<file path="config.mk">
export PLATFORM = sky130hd
export DESIGN_NAME = ctd_mmss_core_flat
export DESIGN_NICKNAME = d
export VERILOG_FILES = /design/src/rtl/ctd_pkg.sv /design/src/rtl/ctd_mmss_core_if.sv /design/src/rtl/ctd_mmss_core_bcd2_dec.sv /design/src/rtl/ctd_mmss_core.sv /design/src/flat_wrapper.sv
export SDC_FILE = /design/constraint.sdc
export NUM_CORES = 1
export LEC_CHECK = 0
export ABC_AREA = 1
export BUFFER_PORTS_ARGS = -buffer_cell sky130_fd_sc_hd__buf_2
export CAP_MARGIN = 20
export CORE_MARGIN = 4
export CORE_UTILIZATION = 30
export CTS_BUF_LIST = sky130_fd_sc_hd__clkbuf_4 sky130_fd_sc_hd__clkbuf_8
export DETAILED_ROUTE_END_ITERATION = 8
export PLACE_DENSITY = 0.51
export SYNTH_ARGS = -nofsm -noshare
export SYNTH_HDL_FRONTEND = slang
export SYNTH_SLANG_ARGS = --single-unit
</file>
<file path="constraint.sdc">
create_clock -name clk -period 1.5 [get_ports clk]
set_input_delay 0.15 -clock clk [delete_from_list [all_inputs] [get_ports clk]]
set_output_delay 0.15 -clock clk [all_outputs]
set_load 0.01 [all_outputs]
</file>
<file path="src/rtl/ctd_pkg.sv">
// Shared BCD types, constants and helpers for the mm:ss countdown engine.
package ctd_pkg;

    typedef logic [7:0] bcd2_t;

    localparam bcd2_t BCD_ZERO = 8'h00;
    localparam bcd2_t BCD_59   = 8'h59;
    localparam bcd2_t BCD_MAX  = 8'h99;
    localparam bcd2_t WARN_SEC = 8'h10;

    function automatic logic bcd_valid(input bcd2_t value);
        return (value[7:4] <= 4'd9) && (value[3:0] <= 4'd9);
    endfunction

endpackage

</file>
<file path="src/rtl/ctd_mmss_core_if.sv">
// Control/status bundle between the timer state machine (master) and the countdown core (slave).
// The warn flag only exists when CTD_WARN_EN is defined.
interface ctd_mmss_core_if;
    import ctd_pkg::*;

    logic  cnt_en;
    logic  load;
    bcd2_t min_init;
    bcd2_t xmin;
    bcd2_t xsec;
    logic  time_out;
    logic  sec_tick;
    logic  running;
`ifdef CTD_WARN_EN
    logic  warn;

    modport master (output cnt_en, load, min_init,
                    input  xmin, xsec, time_out, sec_tick, running, warn);
    modport slave  (input  cnt_en, load, min_init,
                    output xmin, xsec, time_out, sec_tick, running, warn);
`else
    modport master (output cnt_en, load, min_init,
                    input  xmin, xsec, time_out, sec_tick, running);
    modport slave  (input  cnt_en, load, min_init,
                    output xmin, xsec, time_out, sec_tick, running);
`endif

endinterface

</file>
<file path="src/rtl/ctd_mmss_core_bcd2_dec.sv">
// Combinational two-digit BCD decrement; 00 wraps to the supplied value and raises borrow.
module bcd2_dec
    import ctd_pkg::*;
(
    input  bcd2_t value,
    input  bcd2_t wrap,
    output bcd2_t result,
    output logic  borrow
);

    always_comb begin
        result = value;
        borrow = 1'b0;
        if (value == BCD_ZERO) begin
            result = wrap;
            borrow = 1'b1;
        end else if (value[3:0] == 4'd0) begin
            result = {value[7:4] - 4'd1, 4'd9};
        end else begin
            result = {value[7:4], value[3:0] - 4'd1};
        end
    end

endmodule

</file>
<file path="src/rtl/ctd_mmss_core.sv">
// Countdown engine: BCD mm:ss decremented once per TICK_DIV clocks while enabled.
// Optional 0.5 s flashing warn output is built when CTD_WARN_EN is defined.
module ctd_mmss_core
    import ctd_pkg::*;
#(
    parameter int TICK_DIV = 100_000_000,
    parameter int PS_W     = 27
) (
    input  logic             clk,
    input  logic             rst_n,
    ctd_mmss_core_if.slave   bus
);

    localparam logic [PS_W-1:0] PS_LAST = PS_W'(TICK_DIV - 1);

    logic [PS_W-1:0] prescaler;
    bcd2_t           xmin_q;
    bcd2_t           xsec_q;
    logic            time_out_q;
    logic            sec_tick_q;
    logic            running_q;

    bcd2_t           sec_dec;
    bcd2_t           min_dec;
    logic            sec_borrow;
    logic            min_borrow;
    logic            counting;
    logic            wrap;

    bcd2_dec u_sec_dec (
        .value  (xsec_q),
        .wrap   (BCD_59),
        .result (sec_dec),
        .borrow (sec_borrow)
    );

    bcd2_dec u_min_dec (
        .value  (xmin_q),
        .wrap   (BCD_ZERO),
        .result (min_dec),
        .borrow (min_borrow)
    );

    assign counting = bus.cnt_en && !time_out_q;
    assign wrap     = counting && (prescaler == PS_LAST);

    always_ff @(posedge clk) begin
        if (!rst_n) begin
            prescaler  <= '0;
            xmin_q     <= BCD_ZERO;
            xsec_q     <= BCD_ZERO;
            time_out_q <= 1'b0;
            sec_tick_q <= 1'b0;
            running_q  <= 1'b0;
        end else begin
            running_q  <= bus.cnt_en & ~time_out_q;
            sec_tick_q <= 1'b0;
            if (bus.load) begin
                xmin_q     <= bcd_valid(bus.min_init) ? bus.min_init : BCD_MAX;
                xsec_q     <= BCD_ZERO;
                prescaler  <= '0;
                time_out_q <= 1'b0;
            end else if (counting) begin
                if (wrap) begin
                    prescaler <= '0;
                    // Borrow flags double as "digit pair is 00" tests.
                    if (!sec_borrow) begin
                        xsec_q     <= sec_dec;
                        sec_tick_q <= 1'b1;
                        if (min_borrow && (sec_dec == BCD_ZERO))
                            time_out_q <= 1'b1;
                    end else if (!min_borrow) begin
                        xsec_q     <= BCD_59;
                        xmin_q     <= min_dec;
                        sec_tick_q <= 1'b1;
                    end else begin
                        time_out_q <= 1'b1;
                    end
                end else begin
                    prescaler <= prescaler + 1'b1;
                end
            end
        end
    end

    assign bus.xmin     = xmin_q;
    assign bus.xsec     = xsec_q;
    assign bus.time_out = time_out_q;
    assign bus.sec_tick = sec_tick_q;
    assign bus.running  = running_q;

`ifdef CTD_WARN_EN
    localparam logic [PS_W-1:0] PS_PRE_HALF = PS_W'(TICK_DIV / 2 - 1);

    logic warn_q;
    logic warn_zone;
    logic half_step;

    assign warn_zone = min_borrow && (xsec_q <= WARN_SEC) && !time_out_q;
    assign half_step = wrap || (counting && (prescaler == PS_PRE_HALF));

    // Flashes at half-second steps only inside the last ten seconds.
    always_ff @(posedge clk) begin
        if (!rst_n || bus.load) begin
            warn_q <= 1'b0;
        end else if (!warn_zone) begin
            warn_q <= 1'b0;
        end else if (half_step) begin
            warn_q <= ~warn_q;
        end
    end

    assign bus.warn = warn_q;
`endif

endmodule

</file>
<file path="src/flat_wrapper.sv">
// flat-port wrapper written by rule: the top's interface ports become plain ports
module ctd_mmss_core_flat import ctd_pkg::*;
#(
    parameter int TICK_DIV = 100_000_000,
    parameter int PS_W     = 27
)
  (clk, rst_n, bus_cnt_en, bus_load, bus_min_init, bus_xmin, bus_xsec, bus_time_out, bus_sec_tick, bus_running);
  ctd_mmss_core_if bus_i ();
  input  logic clk;
  input  logic rst_n;
  input wire logic [$bits(bus_i.cnt_en)-1:0] bus_cnt_en;
  input wire logic [$bits(bus_i.load)-1:0] bus_load;
  input wire logic [$bits(bus_i.min_init)-1:0] bus_min_init;
  output wire logic [$bits(bus_i.xmin)-1:0] bus_xmin;
  output wire logic [$bits(bus_i.xsec)-1:0] bus_xsec;
  output wire logic [$bits(bus_i.time_out)-1:0] bus_time_out;
  output wire logic [$bits(bus_i.sec_tick)-1:0] bus_sec_tick;
  output wire logic [$bits(bus_i.running)-1:0] bus_running;
  assign bus_i.cnt_en = bus_cnt_en;
  assign bus_i.load = bus_load;
  assign bus_i.min_init = bus_min_init;
  assign bus_xmin = bus_i.xmin;
  assign bus_xsec = bus_i.xsec;
  assign bus_time_out = bus_i.time_out;
  assign bus_sec_tick = bus_i.sec_tick;
  assign bus_running = bus_i.running;
  ctd_mmss_core #(.TICK_DIV(TICK_DIV), .PS_W(PS_W)) u_core (.clk(clk), .rst_n(rst_n), .bus(bus_i));
endmodule
</file>
[Word-level counts from Yosys, hierarchy flattened]
Index checks and enable logic that the tools add are counted.
Word-level totals
  register bits after elaboration: 46
  output and inout bits: 19
Operators by class
  eq/ne operators: 4
  magnitude comparators: 2
  reductions and logical operators: 21
  add/sub/neg operators: 5
  bitwise logic cells: 5
  muxes and demuxes: 20
Operator list (count)
  $mux W8: 12
  $add A27 B1 Y27 const B: 1
  $eq A27 B27 Y1 const B: 1
  $mux W27: 1
  $logic_not A8 Y1: 3
  $sub A4 B1 Y4 const B: 4
  $le A4 B4 Y1 const B: 2
  $logic_not A4 Y1: 2
  $reduce_and A4 Y1: 2
  $reduce_bool A2 Y1: 4
  $mux W1: 7
  $ne A2 B2 Y1 const B: 3
  $reduce_and A5 Y1: 1
  $logic_and A1 B1 Y1: 4
  $not A1 Y1: 4
  $reduce_or A4 Y1: 1
  $reduce_and A3 Y1: 1
  $reduce_bool A3 Y1: 1
  $reduce_or A2 Y1: 1
  $and A1 B1 Y1: 1
  $logic_not A1 Y1: 1

[Longest topological paths before layout]
  depth in word-level cells: 8
  gate-level depth with buffers: 11
  depth with buffers taken out: 11

[Modules after synthesis]
From an unflattened synthesis, not the netlist that was laid out.
Second synthesis, totals
  cell total of the unflattened synthesis: 482
  area total of the unflattened synthesis: 3109.2 µm²
By module, submodules not included
  ctd_mmss_core: cells an instance 376, instances 1, area an instance 2521.2 µm²
  bcd2_dec: cells an instance 53, instances 2, area an instance 294.0 µm²

[Worst setup path after synthesis]
No wires, ideal clock.
  kind: register to register
  from: register u_core.prescaler[0]
  to: register u_core.xsec_q[4], in the netlist u_core.bus.xsec[4]
  data required time: 1.385 ns
  slack: -0.120 ns
  stages on the path, launching flop included: 12
  library setup time: 0.115 ns
  arrival time: 1.505 ns
  path through: dfxtp_1 -> ha_1 -> nand2_1 -> nor2_1 -> nand2_1 -> nor2_4 -> nand2_2 -> nand2_4 -> inv_2 -> buf_6 -> o22ai_1 -> inv_1
Between the ends
  cells in the longest elaborated chain, start to end: 3
RTL lines
  start: declaration: RTL line ctd_mmss_core.sv:16  | logic [PS_W-1:0] prescaler;
  start signal: assignment: RTL line ctd_mmss_core.sv:80  | prescaler <= prescaler + 1'b1;
  $eq A27 B27 Y1: RTL line ctd_mmss_core.sv:45  | assign wrap = counting && (prescaler == PS_LAST);
  $logic_and A1 B1 Y1: RTL line ctd_mmss_core.sv:45
  $reduce_and A3 Y1 (no source line)
  end signal: assignment: RTL line ctd_mmss_core.sv:51  | xsec_q <= BCD_ZERO;
  end signal: assignment: RTL line ctd_mmss_core.sv:60  | xsec_q <= BCD_ZERO;
  end signal: assignment: RTL line ctd_mmss_core.sv:68  | xsec_q <= sec_dec;
  end: declaration: RTL line ctd_mmss_core.sv:18  | bcd2_t xsec_q;
No other way between the ends.
A chain may end at the register's enable or synchronous reset.

[Worst setup path in the final report]
  from: register u_core.prescaler[1]
  to: register u_core.prescaler[11]
Between the ends
  cells in the longest elaborated chain, start to end: 3
RTL lines
  parallel branches: the longest is 2 deep, another holds $add A27 B1 Y27
  $mux W27 (*): RTL line ctd_mmss_core.sv:64  | if (wrap) begin
Mark *: on every way between the ends.

==> flow_summary.json <==
{
  "p_clk_frac": 0.326,
  "crit_arrival_ns": 1.76,
  "syn_inst": 416,
  "regArea_um2": 943,
  "overflow": 0,
  "power-per-cell-area_mw_per_mm2": 598,
  "maxCapViolCount": 0,
  "critical_path_class": "reg -> reg",
  "combPwrFrac": 0.164,
  "clk_latency_ns": 0.30,
  "finalHoldViolations": 0,
  "chipWidth_um": 102,
  "gp_congestion": 0.821,
  "hold_depth": 3,
  "die_area_mm2": 0.0104,
  "final.setup.worst_slack_ns": -0.0536,
  "post_dp_cell_area_mm2": 0.00358,
  "grt_usage": 0.157,
  "io-pin-count": 31,
  "vias_per_cell": 4.72,
  "n_antenna_cell": 0,
  "synth_largest_area_cell": "dfxtp_1",
  "ff2ff_path_depth": 10,
  "endpoint_kind": "flop",
  "maxSlewViolCount": 0,
  "fin_skew_ns": 0.00933,
  "cts_buffer_depth": 2,
  "totalWireLength_mm": 8.21,
  "final_common_cell": "buf_4",
  "grt_start_max_net_pins": 14,
  "synth-seq-cells": 46,
  "cts_tree": "done",
  "drtAntennaViolNets": 0,
  "switchingPower_mw": 0.693,
  "layout_common_cells": "97 x buf_4, 78 x nand2_1, 56 x nor2_1",
  "synth.area.top_cells": "dfxtp_1 35%, nand2_1 12%, nor2_1 10%",
  "status": "complete, but fails checks",
  "drive_gt1_frac": 0.432,
  "setup_viol": 11,
  "p_seq_frac": 0.510,
  "num_rows": 34,
  "dr.pass1.iters": 5,
  "cts_made_buffers": 5,
  "die_h_um": 102,
  "drt-wirelength-per-cell_um": 12.5,
  "synth_nets": 431,
  "grt_pass1_vias": 2840,
  "worst_pin_slew_ns": 0.334,
  "yosysUniqueCellTypes": 30,
  "hold_class": "in -> reg",
  "drt-initial-drc-count": 113,
  "postLayoutCellArea_mm2": 0.00411,
  "portBuffers": 30,
  "cts.clk_slew.worst_paths_ns": 0.10,
  "cts-root-buf": "clkbuf_8",
  "nNetsFinal": 564,
  "start_util": 0.306,
  "crit_fanout": 8,
  "netSwitchingFraction": 0.282,
  "via_count": 3100,
  "cp.required_ns": 1.70,
  "avgSynthCellArea_um2": 6.38,
  "fmaxAchievable_mhz": 644,
  "syn2layout_area_growth_pct": 54.8,
  "p_int_mw": 1.76,
  "synth_top_area_share": 0.347,
  "whs_ns": 0.124,
  "startpoint_type": "flop",
  "antenna_found_initial": 0,
  "fin_crit_ns": 1.55,
  "yosysWarnings": 0,
  "fin_crit_sh": 1.04,
  "vdd_drop_max_v": 0.000342,
  "synth.cell_area_mm2": 0.00265,
  "grt_pass1_wl_mm": 13.3,
  "multi_input_area_mm2": 0.00181,
  "htree_levels": 2,
  "violations": "negative setup slack",
  "fill_cells": 908,
  "max_slew_margin": 0.777,
  "core-area_mm2": 0.00868,
  "rsz0062_at_grt": "yes",
  "clkSinkCount": 46,
  "p_leak_nw": 1.76,
  "hpwl_mm": 6.13,
  "drcViolationCount": 0,
  "ys_seq_area_frac": 0.347
}
[power groups by stage]
stage / registers (mW) / clock network (mW) / logic, mW
floorplan: 1.29 / 0 / 0.158
global placement: 1.28 / 0 / 0.327
detailed placement: 1.28 / 0 / 0.328
CTS: 1.25 / 0.829 / 0.362
global route: 1.26 / 0.859 / 0.444
finish: 1.25 / 0.801 / 0.403
[synth_stat cells]
library cell	instances
nor2_4	4
nand4_1	11
nand2_4	1
nand2_1	88
buf_6	1
ha_1	3
nor2_2	4
inv_2	2
nand2_2	7
o31ai_1	2
xnor2_1	2
nor3b_1	1
nor4_1	1
clkbuf_1	2
nor3_1	12
a21oi_1	19
o21ai_0	23
o22ai_1	2
buf_2	1
o21a_1	3
nand3b_1	1
nand3_1	36
xor2_1	5
a211oi_1	3
nor2_1	74
nand3_2	2
inv_1	55
dfxtp_1	46
o21ai_1	1
a31oi_1	4
[stage by stage]
stage	util	power, mW	cells	setup TNS (ns)	setup WS, ns
after CTS	0.444	2.44	649	-0.0597	-0.0188
after global placement	0.412	1.61	634	-1.79	-0.154
after floorplan	-	1.45	416	-0.0548	-0.0175
after global routing	0.473	2.56	657	-2.85	-0.146
final	0.473	2.46	657	-0.270	-0.0536
after detailed placement	0.412	1.61	634	-2.35	-0.161
[path summary, 6_finish.rpt]
check / slack [ns] / from / end
setup / recovery: -0.05 / u_core.prescaler[1]$_SDFFE_PP0P_ / u_core.prescaler[11]$_SDFFE_PP0P_
hold / removal: 0.12 / rst_n / u_core.bus.xmin[7]$_SDFFE_PN0P_
setup reg to reg: -0.05 / u_core.prescaler[1]$_SDFFE_PP0P_ / u_core.prescaler[11]$_SDFFE_PP0P_
hold reg to reg: 0.53 / u_core.prescaler[7]$_SDFFE_PP0P_ / u_core.prescaler[7]$_SDFFE_PP0P_
[worst max-delay path, stage by stage, from the launching register on]
cell     delay (ns)
dfxtp_4        0.38
ha_4           0.15
nand2_4        0.06
nor2_4         0.10
nand2_4        0.09
nor2_4         0.16
nand2_2        0.08
nand2_4        0.11
buf_8          0.15
a21oi_1        0.05
o21a_1         0.11
[layer usage]
metal / GRT usage / part of all wire / vias to the layer above / wire length [µm]
li1: - / - / 1618 / -
met1: 0.222 / 0.48 / 1431 / 3960
met2: 0.257 / 0.48 / 47 / 3920
met3: 0.0212 / 0.033 / 4 / 274
met4: 0.0333 / 0.0075 / 0 / 62
met5: 0 / 0 / - / 0
[kinds of logic after synthesis]
family / synth area share
xor gates and xnor gates: 0.0231
DFF: 0.347
and+or+nand+nor: 0.408
AOI/OAI and AO/OA: 0.118
adders and majority gates: 0.0141
buffers and inverters: 0.0896
[state kept, by name, indices dropped and copies added (netlist names)]
name                 count
u_core.bus.xmin          8
u_core.bus.sec_tick      1
u_core.bus.running       1
u_core.prescaler        27
u_core.bus.time_out      1
u_core.bus.xsec          8
[layout make-up]
| cell class | count | area share |
|---|---|---|
| Multi-Input combinational cell | 309 | 0.440 |
| Sequential cell | 46 | 0.230 |
| Timing Repair Buffer | 130 | 0.223 |
| Inverter | 57 | 0.0539 |
| Tap cell | 108 | 0.0329 |
| Clock buffer | 6 | 0.0186 |
| Clock inverter | 1 | 0.00183 |
[timing repair]
action	CTS	global route
resized for setup	43	62
buffers inserted	8	8
pin swaps	11	22
hold endpoints to repair	0	0
hold buffers	0	0
setup endpoints to repair	36	42
(Power assumes the default switching activity.)
